==> src/rtl/ring_keypad_scanner.sv <==
// ring_keypad_scanner
//
// Scans a keypad matrix using the one-hot phase of a ring counter as the
// column drive. Each full rotation of the ring (columns 0..WIDTH-1 in order)
// forms one scan frame. The frame is classified as NONE / SINGLE(code) / MULTI.
// A frame-level debouncer accepts a key after DEBOUNCE identical SINGLE frames
// and considers it released after DEBOUNCE empty frames. Frames with two or
// more hits (possible ghosting) never produce a key. Accepted keys are
// presented through a valid/ready handshake.
//
// Ports:
//   clk        system clock, rising edge
//   rst        asynchronous reset, active-low
//   count      one-hot column select from the ring counter (WIDTH bits)
//   row_in     synchronised row sense for the driven column (ROWS bits)
//   key_ready  downstream accepts the presented key this cycle
//   key_valid  key_code holds an unconsumed key
//   key_code   row*WIDTH + col of the accepted key (CW bits)
//   overrun    one-cycle pulse: a new key overwrote an unconsumed one
//   illegal    one-cycle pulse: count was not one-hot on the previous cycle

module ring_keypad_scanner #(
  parameter int WIDTH    = 4,
  parameter int ROWS     = 4,
  parameter int DEBOUNCE = 4,
  parameter int CW       = $clog2(WIDTH * ROWS)
) (
  input  logic             clk,
  input  logic             rst,
  input  logic [WIDTH-1:0] count,
  input  logic [ROWS-1:0]  row_in,
  input  logic             key_ready,
  output logic             key_valid,
  output logic [CW-1:0]    key_code,
  output logic             overrun,
  output logic             illegal
);

  // Column index width (at least one bit so a single-column ring still works)
  localparam int CLW = (WIDTH > 1) ? $clog2(WIDTH) : 1;
  // Debounce counter width: must be able to hold the value DEBOUNCE itself
  localparam int SW  = $clog2(DEBOUNCE + 1);

  typedef enum logic [1:0] {
    IDLE,
    DEB,
    HELD
  } state_t;

  state_t         state;
  state_t         nextState;

  // Frame accumulator: expected next column, saturating hit count (0/1/2+)
  // and the code of the first hit seen in the frame so far.
  logic [CLW-1:0] expCol;
  logic [1:0]     accHits;
  logic [CW-1:0]  accCode;

  // Column decode of count
  logic [1:0]     colOnes;
  logic [CLW-1:0] colIdx;
  logic           isOneHot;

  // Hits contributed by the current sample
  logic [1:0]     rowHits;
  logic [CW-1:0]  sampleCode;

  // Sample classification and merged frame totals
  logic           inOrder;
  logic           restart;
  logic           frameEnd;
  logic [1:0]     baseHits;
  logic [1:0]     mergedHits;
  logic [CW-1:0]  mergedCode;
  logic           frameNone;
  logic           frameSingle;
  logic           frameMulti;

  // Debouncer datapath
  logic [CW-1:0]  cand;
  logic [CW-1:0]  nextCand;
  logic [SW-1:0]  stab;
  logic [SW-1:0]  nextStab;
  logic [SW-1:0]  rel;
  logic [SW-1:0]  nextRel;
  logic           stabDone;
  logic           relDone;
  logic           acceptKey;

  // Find which column is driven and whether exactly one bit of count is set.
  // The hit counter saturates at 2 so "more than one" needs no wide adder.
  always_comb begin
    colOnes = 2'd0;
    colIdx  = '0;
    for (int i = 0; i < WIDTH; i++) begin
      if (count[i]) begin
        colIdx  = CLW'(i);
        colOnes = (colOnes == 2'd0) ? 2'd1 : 2'd2;
      end
    end
    isOneHot = (colOnes == 2'd1);
  end

  // Count the row hits in this sample and remember the code of a hit. The
  // code only matters when the sample has exactly one hit.
  always_comb begin
    rowHits    = 2'd0;
    sampleCode = '0;
    for (int r = 0; r < ROWS; r++) begin
      if (row_in[r]) begin
        rowHits    = (rowHits == 2'd0) ? 2'd1 : 2'd2;
        sampleCode = CW'(r * WIDTH) + CW'(colIdx);
      end
    end
  end

  // Classify the sample against the expected column and merge its hits with
  // the frame accumulated so far. A restart (out-of-order column 0) begins a
  // fresh frame, so it merges with an empty accumulator.
  always_comb begin
    inOrder  = isOneHot && (colIdx == expCol);
    restart  = isOneHot && !inOrder && (colIdx == '0);
    frameEnd = inOrder && (colIdx == CLW'(WIDTH - 1));
    baseHits = inOrder ? accHits : 2'd0;

    mergedHits = 2'd2;
    mergedCode = accCode;
    if (baseHits == 2'd0) begin
      mergedHits = rowHits;
      mergedCode = sampleCode;
    end else if (baseHits == 2'd1) begin
      mergedHits = (rowHits == 2'd0) ? 2'd1 : 2'd2;
      mergedCode = accCode;
    end

    frameNone   = frameEnd && (mergedHits == 2'd0);
    frameSingle = frameEnd && (mergedHits == 2'd1);
    frameMulti  = frameEnd && (mergedHits == 2'd2);
  end

  // Frame accumulator. Anything that breaks the in-order rotation throws the
  // partial frame away; a completed frame clears itself for the next one.
  always_ff @(posedge clk or negedge rst) begin
    if (!rst) begin
      expCol  <= '0;
      accHits <= 2'd0;
      accCode <= '0;
      illegal <= 1'b0;
    end else begin
      illegal <= !isOneHot;
      if (!isOneHot) begin
        expCol  <= '0;
        accHits <= 2'd0;
        accCode <= '0;
      end else if (inOrder) begin
        if (frameEnd) begin
          expCol  <= '0;
          accHits <= 2'd0;
          accCode <= '0;
        end else begin
          expCol  <= expCol + CLW'(1);
          accHits <= mergedHits;
          accCode <= mergedCode;
        end
      end else if (restart) begin
        expCol  <= CLW'(1);
        accHits <= mergedHits;
        accCode <= mergedCode;
      end else begin
        expCol  <= '0;
        accHits <= 2'd0;
        accCode <= '0;
      end
    end
  end

  // Debouncer state register together with its candidate and counters
  always_ff @(posedge clk or negedge rst) begin
    if (!rst) begin
      state <= IDLE;
      cand  <= '0;
      stab  <= '0;
      rel   <= '0;
    end else begin
      state <= nextState;
      cand  <= nextCand;
      stab  <= nextStab;
      rel   <= nextRel;
    end
  end

  // "This frame completes the count" flags, shared by next-state and output
  assign stabDone = ((stab + SW'(1)) == SW'(DEBOUNCE));
  assign relDone  = ((rel + SW'(1)) == SW'(DEBOUNCE));

  // Next-state logic. Only frame results move the debouncer; samples in the
  // middle of a frame leave it untouched.
  always_comb begin
    nextState = state;
    nextCand  = cand;
    nextStab  = stab;
    nextRel   = rel;
    unique case (state)
      IDLE: begin
        if (frameSingle) begin
          nextCand = mergedCode;
          nextStab = SW'(1);
          if (DEBOUNCE == 1) begin
            nextState = HELD;
            nextRel   = '0;
          end else begin
            nextState = DEB;
          end
        end
      end
      DEB: begin
        if (frameSingle) begin
          if (mergedCode == cand) begin
            if (stabDone) begin
              nextState = HELD;
              nextRel   = '0;
            end else begin
              nextStab = stab + SW'(1);
            end
          end else begin
            nextCand = mergedCode;
            nextStab = SW'(1);
          end
        end else if (frameNone || frameMulti) begin
          nextState = IDLE;
          nextStab  = '0;
        end
      end
      HELD: begin
        if (frameNone) begin
          if (relDone) begin
            nextState = IDLE;
            nextRel   = '0;
          end else begin
            nextRel = rel + SW'(1);
          end
        end else if (frameSingle || frameMulti) begin
          nextRel = '0;
        end
      end
      default: begin
        nextState = IDLE;
      end
    endcase
  end

  // Output decode: a key is accepted on the frame that takes the debouncer
  // into HELD. In DEB the merged code equals the candidate on that frame.
  always_comb begin
    acceptKey = 1'b0;
    if (frameSingle) begin
      if (state == IDLE && DEBOUNCE == 1) begin
        acceptKey = 1'b1;
      end else if (state == DEB && mergedCode == cand && stabDone) begin
        acceptKey = 1'b1;
      end
    end
  end

  // Key handshake register. An accept always wins over a transfer so a key
  // arriving in the same cycle as the previous one leaves keeps key_valid
  // high; overrun only fires when the old key was not being taken.
  always_ff @(posedge clk or negedge rst) begin
    if (!rst) begin
      key_valid <= 1'b0;
      key_code  <= '0;
      overrun   <= 1'b0;
    end else begin
      overrun <= 1'b0;
      if (acceptKey) begin
        key_valid <= 1'b1;
        key_code  <= mergedCode;
        overrun   <= key_valid && !key_ready;
      end else if (key_valid && key_ready) begin
        key_valid <= 1'b0;
      end
    end
  end

endmodule
==> config.mk <==
export PLATFORM = sky130hd
export DESIGN_NAME = ring_keypad_scanner
export DESIGN_NICKNAME = d
export VERILOG_FILES = /design/src/rtl/ring_keypad_scanner.sv
export SDC_FILE = /design/constraint.sdc
export NUM_CORES = 1
export LEC_CHECK = 0
export ABC_CLOCK_PERIOD_IN_PS = 4040
export BUFFER_PORTS_ARGS = -buffer_cell sky130_fd_sc_hd__buf_4
export CAP_MARGIN = 25
export CORE_UTILIZATION = 49
export DETAILED_ROUTE_END_ITERATION = 10
export MAX_ROUTING_LAYER = met4
export PLACE_DENSITY = 0.79
export SLEW_MARGIN = 20
export SYNTH_ARGS = -nofsm -noshare
export SYNTH_HDL_FRONTEND = slang
export SYNTH_SLANG_ARGS = --single-unit
==> constraint.sdc <==
create_clock -name clk -period 4.04 [get_ports clk]
set_clock_uncertainty 0.05 [all_clocks]
set_input_delay 0.606 -clock clk [delete_from_list [all_inputs] [get_ports clk]]
set_output_delay 0.606 -clock clk [all_outputs]
set_load 0.005 [all_outputs]
# Word-level counts from Yosys, hierarchy flattened
# Cells that the tools add are included.
dict set report op_classes {
  add_sub_neg 6
  n_eq_ne 23
  n_mux 68
  n_reduce_logical 34
}
# operator count
set ops {}
lappend ops {{two-way mux 2 bit} 33}
lappend ops {{two-way mux 4 bit} 11}
lappend ops {{two-way mux 3 bit} 11}
lappend ops {{zero test 2 bit} 11}
lappend ops {{!= test 2 bit, second input constant} 6}
lappend ops {{case mux 3 bit (2 select lines)} 2}
lappend ops {{logical AND 1 bit} 11}
lappend ops {{two-way mux 1 bit} 9}
lappend ops {{!= test 3 bit, second input constant} 3}
lappend ops {{== test 2 x 1 -> 1 bit, second input constant} 4}
lappend ops {{case mux 4 bit (2 select lines)} 1}
lappend ops {{AND reduction 4 bit} 2}
lappend ops {{adder 3 x 1 -> 3 bit, second input constant} 2}
lappend ops {{== test 2 bit, second input constant} 3}
lappend ops {{== test 3 bit, second input constant} 2}
lappend ops {{case mux 2 bit (3 select lines)} 1}
lappend ops {{AND reduction 6 bit} 1}
lappend ops {{nonzero test 2 bit} 3}
lappend ops {{AND reduction 5 bit} 1}
lappend ops {{adder 3 x 2 -> 4 bit, first input constant} 1}
lappend ops {{adder 3 x 3 -> 4 bit, first input constant} 1}
lappend ops {{adder 4 x 2 -> 4 bit, first input constant} 1}
lappend ops {{== test 4 bit} 1}
lappend ops {{!= test 4 bit, second input constant} 1}
lappend ops {{6 further kinds} 9}
dict set report totals {
  inputBits 11
  register_bits 27
}

# Logic depth before layout (Yosys ltp)
# Gate-level depths: netlist of run 1.
dict set report logic_depth {
  ltp_word 22
  mapped_depth 10
}

# Worst setup path after synthesis of run 1
# Ideal clock, no wire load.
dict set report synth_path {
  path_type {input -> register}
  from {in count[0]}
  to {reg key_code[0]}
  arrival_time_ns 3.418
  setup_slack_ns 0.447
  setup_time_ns 0.125
  stages 10
  path_cell_list {inv_1 ha_1 nor4b_1 nand2_1 a221oi_4 mux2i_1 xnor2_2 nor4b_4 nand3_4 mux2_4}
}
dict set report synth_via {
  elab_chain_len 20
  word_cells_on_any_way 26
}
# item line
set synth_rtl {}
lappend synth_rtl {{start: declaration} 30} ;# input logic [WIDTH-1:0] count,
lappend synth_rtl {{two-way mux 1 bit (*)} 96} ;# if (count[i]) begin
lappend synth_rtl {{zero test 2 bit} 98} ;# colOnes = (colOnes == 2'd0) ? 2'd1 : 2'd2;
lappend synth_rtl {{two-way mux 2 bit} 98}
lappend synth_rtl {{two-way mux 2 bit (*)} 96}
lappend synth_rtl {{zero test 2 bit} 98}
lappend synth_rtl {{two-way mux 2 bit} 98}
lappend synth_rtl {{two-way mux 2 bit (*)} 96}
lappend synth_rtl {{zero test 2 bit} 98}
lappend synth_rtl {{[3 not listed]} -}
lappend synth_rtl {{logical AND 1 bit (*)} 121} ;# inOrder = isOneHot && (colIdx == expCol);
lappend synth_rtl {{two-way mux 2 bit} 124} ;# baseHits = inOrder ? accHits : 2'd0;
lappend synth_rtl {{zero test 2 bit} 128} ;# if (baseHits == 2'd0) begin
lappend synth_rtl {{two-way mux 4 bit} 128}
lappend synth_rtl {{== test 4 bit} 259} ;# end else if (state == DEB && mergedCode == cand && stabDone) begin
lappend synth_rtl {{logical AND 1 bit (2 in a row)} 259}
lappend synth_rtl {{two-way mux 1 bit} 259}
lappend synth_rtl {{two-way mux 1 bit} 256} ;# if (frameSingle) begin
lappend synth_rtl {{end signal: assignment} 277} ;# key_code <= mergedCode;
lappend synth_rtl {{end: declaration} 34} ;# output logic [CW-1:0] key_code,
# Mark *: on every way between the ends. The rest lies on a longest branch, timed or not.
# A chain may end at the register's enable or synchronous reset.

# Worst setup path after layout of run 1
dict set report layout_path {
  from {in count[1]}
  to {reg key_code[1]}
}
dict set report layout_via {
  elab_chain_len 17
  word_cells_on_any_way 35
}
# item line
set layout_rtl {}
lappend layout_rtl {{two-way mux 2 bit} 96}
lappend layout_rtl {{zero test 2 bit} 98}
lappend layout_rtl {{two-way mux 2 bit} 98}
lappend layout_rtl {{two-way mux 2 bit} 96}
lappend layout_rtl {{zero test 2 bit} 98}
lappend layout_rtl {{two-way mux 2 bit} 98}
lappend layout_rtl {{two-way mux 2 bit} 96}
lappend layout_rtl {{== test 2 x 1 -> 1 bit} 101} ;# isOneHot = (colOnes == 2'd1);
lappend layout_rtl {{logical AND 1 bit} 121}
lappend layout_rtl {{two-way mux 2 bit} 124}
lappend layout_rtl {{zero test 2 bit} 128}
lappend layout_rtl {{two-way mux 4 bit} 128}
lappend layout_rtl {{== test 4 bit} 259}
lappend layout_rtl {{logical AND 1 bit (2 in a row)} 259}
lappend layout_rtl {{two-way mux 1 bit} 259}
lappend layout_rtl {{two-way mux 1 bit} 256}
# Parallel ways exist; a longest one is shown, timed or not.

==> results of run 1 <==
power by group:
group          switching [mW]  leakage (nW)  internal [mW]
Clock                  0.0857        0.0183         0.0405
Combinational          0.0442         0.621         0.0335
Sequential            0.00545         0.357          0.275
Total                   0.135         0.996          0.349
stage by stage:
stage / hold slack, ps / area [sq um] / setup WS, ps
global placement: 445.1 / 2002 / 244.9
floorplan: 260.4 / 1790 / 446.8
detailed placement: 449.0 / 2002 / 143.0
finish: 93.91 / 2033 / 504.0
CTS: 95.70 / 2033 / 516.2
global route: 92.04 / 2033 / 207.4
final timing paths:
kind                             start           to  slack [ps]  cells past startpoint
max reg2reg                  expCol[1]  key_code[1]         730                      8
max                           count[1]  key_code[1]         500                     11
min reg2reg                key_code[3]  key_code[3]         490                      2
min in group clk             key_ready      overrun         470                      3
min                                rst      stab[2]          90                      1
max in group asynchronous          rst      cand[1]        3580                      1
logic make-up after synthesis:
family | share of synthesized area [%]
mux | 10.20
buf+inv | 2.935
xor+xnor | 3.355
simple gates | 25.30
flops | 37.74
fa+ha+maj | 5.591
compound gates | 14.89
per-layer routing:
layer / part of all wire, % / vias up
met3: 3.8 / 7
li1: - / 726
met5: 0 / -
met1: 49 / 691
met4: 1.5 / 0
met2: 46 / 25
cells in the final DEF (no fill, tap or decap), drive strengths merged, types with 4 or more instances in the layout:
master	instances
a21oi	9
a31oi	5
and2	5
buf	22
dfrtp	27
ha	8
inv	12
mux2	9
mux2i	7
nand2	17
nand3	5
nor2	28
nor3	6
o21ai	5
xnor2	4
synth_stat cells, types with 4 or more instances:
library cell   n  area (sq um)
a21oi_1        9         45.04
a31oi_1        5         31.28
and2_1         4         25.02
dfrtp_1       27         675.7
ha_1           8         100.1
inv_1         11         41.29
mux2_2         6         67.56
mux2i_1        7         70.07
nand2_1       17         63.81
nand3_1        4         20.02
nor2_1        28         105.1
nor3_1         6         30.03
o21ai_0        5         25.02
flip-flops by register name, indices dropped and copies added (netlist names):
signal,count
accCode,4
cand,4
key_code,4
rel,3
stab,3
accHits,2
expCol,2
state,2
illegal,1
key_valid,1
overrun,1
final cells by class:
cell class	instances	share of cell area (%)
Clock inverter	1	0.4308
Timing Repair Buffer	22	8.123
Multi-Input combinational cell	150	52.25
Sequential cell	27	33.23
Clock buffer	3	1.108
Inverter	11	2.031
Tap cell	46	2.831
worst max-delay path: stages:
cell and delay, ps:
buf_4 100, inv_1 40, ha_1 290, nor4b_1 460, nand2_1 210, a221oi_4 500
mux2i_1 320, xnor2_1 150, nor4b_4 470, nand3_4 220, mux2_4 340
==> out/results.ini, run 1 <==
[status]
outcome=completed

[worst_setup_path]
critPathArrivalTime_ps=3730
crit_path_max_fanout=9
cp.required_ps=4230
worstSetupPathType=in2reg
startpoint_type=input port
endpoint_kind=flop

[die]
die-width_microns=62.45
io_pins=18
rows=21
die-height_microns=62.45
core_area_sq_um=3416
die_area_sq_um=3900
start_util_pct=52.42

[global_route]
first_global_vias=1408
grt_max_degree=28
grt_util_met3_pct=4.015
grt_usage_pct=21.00
grt_overflow_total=0
antenna_found_initial=0
grt-busiest-layer=met2
use_met1_pct=28.55
grt_util_met2_pct=32.20
grt_pass1_wl_microns=6313

[power_and_ir_drop]
power.density_nw_per_um2=238.4
p_leak_nw=0.9963
ir_drop_mv=0.2556
fin_total_pwr_mw=0.4847

[logic_synthesis]
ys_ff_latch=27
ys_seq_area_share_pct=37.74
synthesis.nets=210
synthCells=191
syn_area_per_cell_sq_um=9.374
yosysWarnings=0
async_flop_share_pct=100.0
synth.distinct_cells=50
synth_edf_count=0
ys.flop_type=dfrtp_1
synth_area_sq_um=1790

[clock_tree]
hold_buffers=0
post_cts_buffers=0
cts-buffers-inserted=3
clk_path_buf_depth=2
clockRootBuffer=clkbuf_4
cts_resized=0
insertion_delay_ps=340
cts_sinks=27
cts_max_level=1
cts_tree=done
clk_pin_slew_ps=150

[sta]
final_max_slew_viol_count=0
setup_violations=0
period_share_pct=87.52
finalCriticalPeriod_ps=3536
rsz0062_at_grt=false
fin_tns_setup_ps=0
worst_slew_pin_slew_ps=473.4
hold_viol_final=0
max_freq_ghz=0.2828
relSlewSlack_pct=68.44

[routing]
dr.pass1.iters=4
vias=1449
wl_per_cell_microns=13.79
drt-total-wl_microns=3586
ant_nets=0
drt_iter0_drc=57
viasPerCell=5.573
drc=0

[worst_hold_path]
hold_class=in2async

[final_layout]
nets=234
final_util_pct=59.52
drive_gt1_share_pct=21.96
stdcell_count=260
fillers=304
antenna_cells=0
area_growth_pct=13.56
ff_latch_area_sq_um=675.6
multi_input_area_sq_um=1062

[place]
dp_cells=256
portBuffers=17
dp_hpwl_microns=2739
place_congestion=0.8054

[job]
maxCapViolations=0

Note: power is estimated with default switching activity, not from simulation.
==> run 2: changes to the inputs <==
--- a/config.mk
+++ b/config.mk
@@ -11,7 +11,7 @@
 export CORE_UTILIZATION = 49
 export DETAILED_ROUTE_END_ITERATION = 10
 export MAX_ROUTING_LAYER = met4
-export PLACE_DENSITY = 0.79
+export PLACE_DENSITY = 0.68
 export SLEW_MARGIN = 20
 export SYNTH_ARGS = -nofsm -noshare
 export SYNTH_HDL_FRONTEND = slang
==> run 2 against run 1 <==
Compared with the run above: via count is 0.62% higher; total power is 1.9% lower; maximum frequency is 1.8% lower; first-iteration DRC count is 25% higher; clock-buffer cell count is 1 higher; largest power group unchanged; critical endpoint is now key_code[2]; non-clock buffer count stayed put; global-route usage is 0.78 points higher; combinational power is 0.5% lower; worst setup slack worse by 65 ps; clock power is 6% lower; critical path type unchanged; worst hold slack better by 25 ps.
==> out/results.ini, run 2 (same netlist as run 1, synthesis figures left out) <==
[global_route]
grt_overflow_total=0
grt_pass1_wl_microns=6630
first_global_vias=1437
antenna_found_initial=0
grt_usage_pct=21.78
grt_max_degree=28

[power_and_ir_drop]
power.density_nw_per_um2=234.4
fin_total_pwr_mw=0.4754
ir_drop_mv=0.1261
p_leak_nw=0.9930

[routing]
ant_nets=0
drt_iter0_drc=71
drc=0
viasPerCell=5.608
wl_per_cell_microns=14.18
dr.pass1.iters=4
vias=1458
drt-total-wl_microns=3686

[worst_setup_path]
r2r_slack_ps=720
endpoint_kind=flop
crit_path_max_fanout=9
max_stage_delay_ps=490
reg2reg_to=key_code[2]
worstSetupPathType=in2reg
startpoint_type=input port
critPathArrivalTime_ps=3770
slowest_stage=a221oi_4
cp_cell_sequence=buf_4, inv_1, ha_1, nor4b_1, nand2_1, a221oi_4, mux2i_1, xnor2_2, nor4b_4, nand3_4, mux2_4
cp.required_ps=4210
reg2reg_depth=8
r2r_start=expCol[1]

[sta]
rsz0062_at_grt=false
max_freq_ghz=0.2777
final_max_slew_viol_count=0
period_share_pct=89.12
fin_ws_ps=439.4
setup_violations=0
hold_viol_final=0
finalCriticalPeriod_ps=3601
fin_tns_setup_ps=0
relSlewSlack_pct=65.92
worst_slew_pin_slew_ps=511.1

[final_layout]
final_cell_mix=28 x nor2_1, 27 x dfrtp_1, 22 x buf_4
antenna_cells=0
reg_top3=accCode: 4 flops, cand: 4 flops, key_code: 4 flops
nets=234
drive_gt1_share_pct=21.50
final_util_pct=59.38
area_growth_pct=13.28
final_common_cell=nor2_1
fillers=313

[clock_tree]
insertion_delay_ps=320
clk_path_buf_depth=2
cts-buffers-inserted=3
cts_sinks=27
post_cts_buffers=0
cts_tree=done
clk_pin_slew_ps=140
cts_resized=0
cts_max_level=1
hold_buffers=0
clockRootBuffer=clkbuf_4

[place]
dp_hpwl_microns=2831
post-place-ws_ps=103.3
portBuffers=17
place_congestion=0.7865

[die]
io_pins=18
core_area_sq_um=3416
die_area_sq_um=3900
die-width_microns=62.45
rows=21
die-height_microns=62.45
start_util_pct=52.42

[status]
outcome=completed

[worst_hold_path]
hold_class=in2async

[job]
maxCapViolations=0

-- run 2: cell count changes in the layout (fill, tap and decap cells not counted), sizes merged --
cell / previous run / this run
clkbuf: 3 / 4
inv: 12 / 11
-- run 2: layer usage --
| layer | global-route usage, % | part of all wire, % | vias to the layer above |
|---|---|---|---|
| li1 | - | - | 723 |
| met1 | 28.22 | 46 | 697 |
| met2 | 35.73 | 48 | 34 |
| met3 | 2.372 | 4.6 | 4 |
| met4 | 6.977 | 1.0 | 0 |
| met5 | - | 0 | - |
-- run 2: worst max-delay path by stage --
stage | from | to | slack [ps]
detailed placement | count[1] | key_code[0] | 100
floorplan | count[0] | key_code[0] | 450
global route | count[0] | key_code[2] | 100
finish | count[1] | key_code[2] | 440
CTS | count[1] | key_code[1] | 440
global placement | count[0] | key_code[0] | 180
-- run 2: area by class of cell --
class / count / area, sq um / share of cell area [%]
inverters: 11 / 41.29 / 2.036
repair buffers: 22 / 165.2 / 8.143
clock buffers: 4 / 26.28 / 1.295
multi-input cells: 150 / 1062 / 52.38
flip-flops and latches: 27 / 675.6 / 33.31
well taps: 46 / 57.56 / 2.838
-- run 2: per-stage QoR --
stage | hold WS, ps | area [sq um] | std cells
3_5_place_dp | 448.8 | 2002 | 256
2_1_floorplan | 260.4 | 1790 | 191
4_1_cts | 126.0 | 2028 | 260
6_report | 119.4 | 2028 | 260
5_1_grt | 130.6 | 2028 | 260
3_3_place_gp | 445.3 | 2002 | 256
-- run 2: power by group --
| group | switching (mW) | total (mW) | leakage [nW] | internal (mW) |
|---|---|---|---|---|
| clock | 0.0789 | 0.118 | 0.0150 | 0.0386 |
| combinational | 0.0438 | 0.0774 | 0.621 | 0.0335 |
| sequential | 0.00532 | 0.280 | 0.357 | 0.275 |
-- run 2: critical path: cells and delay by family --
family	cells	cell delay (ps)
adder cells (fa/ha/maj)	1	290
buffers and inverters	2	140
multiplexers	2	740
AND/OR/NAND/NOR	4	1330
AO/OA/AOI/OAI	1	490
XOR/XNOR	1	170
==> run 3: changes to the inputs <==
--- a/config.mk
+++ b/config.mk
@@ -8,11 +8,11 @@
 export ABC_CLOCK_PERIOD_IN_PS = 4040
 export BUFFER_PORTS_ARGS = -buffer_cell sky130_fd_sc_hd__buf_4
 export CAP_MARGIN = 25
-export CORE_UTILIZATION = 49
+export CORE_UTILIZATION = 40
 export DETAILED_ROUTE_END_ITERATION = 10
 export MAX_ROUTING_LAYER = met4
-export PLACE_DENSITY = 0.68
 export SLEW_MARGIN = 20
 export SYNTH_ARGS = -nofsm -noshare
 export SYNTH_HDL_FRONTEND = slang
 export SYNTH_SLANG_ARGS = --single-unit
+export TNS_END_PERCENT = 10
==> run 3 against run 2 <==
Compared with the run above: clock-buffer cell count down 1; utilization down 9.8 points; highest routed layer unchanged; worst hold slack better by 61 ps; cell count rose by 1.2%; largest cell class unchanged; maximum frequency fell by 1.2%; worst setup slack got worse by 44 ps; global-route usage decreased by 3.9 points; critical path type unchanged; combinational power is 1% higher; non-clock buffer count decreased by 1; critical endpoint unchanged.
==> out/results.ini, run 3 (same netlist as run 1, synthesis figures left out) <==
[final_layout]
antenna_cells=0
nets=233
area_growth_pct=14.74
reg_top3=accCode: 4 flops, cand: 4 flops, key_code: 4 flops
final_cell_mix=28 x nor2_1, 27 x dfrtp_1, 21 x buf_4
final_common_cell=nor2_1
drive_gt1_share_pct=22.07
fillers=411
final_util_pct=49.58

[clock_tree]
clk_pin_slew_ps=100
clockRootBuffer=clkbuf_8
post_cts_buffers=0
cts_tree=done
clk_path_buf_depth=2
cts_max_level=1
cts-buffers-inserted=3
cts_sinks=27
insertion_delay_ps=280

[die]
rows=23
die-height_microns=68.91
io_pins=18
die_area_sq_um=4748
start_util_pct=43.21
die-width_microns=68.91
core_area_sq_um=4144

[sta]
hold_viol_final=0
max_freq_ghz=0.2744
final_max_slew_viol_count=0
hold-worst-slack_ps=180.7
worst_slew_pin_slew_ps=512.8
fin_ws_ps=395.2
setup_violations=0
fin_tns_setup_ps=0
period_share_pct=90.22
relSlewSlack_pct=65.81
finalCriticalPeriod_ps=3645
rsz0062_at_grt=false

[routing]
wl_met3_microns=138
drt_iter0_drc=64
ant_nets=0
dr.pass1.iters=4
viasPerCell=5.452
drc=0
dr_wl_met2_microns=1650
vias=1434
dr.max_layer_used=met4
wl_per_cell_microns=14.21
drt-total-wl_microns=3738
met1_length_microns=1898

[global_route]
grt_max_degree=28
first_global_vias=1311
grt_usage_pct=17.89
antenna_found_initial=0
grt_pass1_wl_microns=6051
grt_overflow_total=0

[power_and_ir_drop]
clkPwrFrac_pct=30.8
power_switching_mw=0.1390
fin_total_pwr_mw=0.5179
ir_drop_mv=0.1502
p_seq_share_pct=54.1
power.density_nw_per_um2=252.1
p_int_mw=0.3789
combPwrFrac_pct=15.1
p_leak_nw=0.9958
swShare_pct=26.84

[worst_setup_path]
startpoint_type=input port
crit_path_max_fanout=9
r2r_slack_ps=680
cp.required_ps=4160
worstSetupPathType=in2reg
endpoint_kind=flop
critPathArrivalTime_ps=3770

[worst_hold_path]
hold_class=in2async

[place]
portBuffers=17
place_congestion=0.8261
dp_hpwl_microns=2858
post-place-ws_ps=16.29

[job]
maxCapViolations=0

[status]
outcome=completed

[run 3: cell count changes in the layout (fill, tap and decap cells not counted), sizes merged]
cell      change
buf           -1
clkinvlp      +1
clkbuf        -1
[run 3: worst max-delay path, stage by stage]
cell	delay, ps
buf_4	100
inv_1	40
ha_1	310
or4b_1	460
a21o_1	230
a221oi_4	460
mux2i_1	340
xnor2_1	170
nor4b_4	490
nand3_4	210
mux2_4	350
[run 3: layout make-up]
type | instances | area (sq um) | area share, %
Inverter | 11 | 41.29 | 2.010
Multi-Input combinational cell | 150 | 1069 | 52.01
Clock buffer | 3 | 41.29 | 2.010
Sequential cell | 27 | 675.6 | 32.89
Timing Repair Buffer | 21 | 157.7 | 7.674
Clock inverter | 1 | 7.507 | 0.3654
Tap cell | 50 | 62.56 | 3.045
[run 3: metal layers]
layer  GRT usage [%]  up-vias
met4           5.867        0
met3           2.796        6
met5               -        -
met1           24.59      680
li1                -      720
met2           26.82       28
[run 3: worst paths after layout]
kind,startpoint,to,cells past startpoint
max,count[1],key_code[2],11
min,rst,stab[0],1
max reg2reg,expCol[1],key_code[2],8
min reg2reg,key_valid,key_valid,2
max in group asynchronous,rst,cand[3],1
min in group clk,key_valid,key_valid,2
[run 3: what timing repair did]
action,CTS,global route
hold buffers,0,0
resized for setup,0,1
hold endpoints to repair,0,0
endpoints found under the setup margin,0,4
[run 3: per-stage QoR]
step	cell area, sq um	cells
after floorplan	1790	191
after global placement	1999	259
after detailed placement	1999	259
after CTS	2048	263
after global routing	2054	263
final	2054	263
[run 3: power by group through the flow]
stage	clock, mW	sequential, mW	combinational, mW
6_report	0.159	0.280	0.0784
5_1_grt	0.173	0.281	0.0872
4_1_cts	0.165	0.280	0.0780
3_5_place_dp	0	0.285	0.0778
3_3_place_gp	0	0.285	0.0750
2_1_floorplan	0	0.284	0.0495
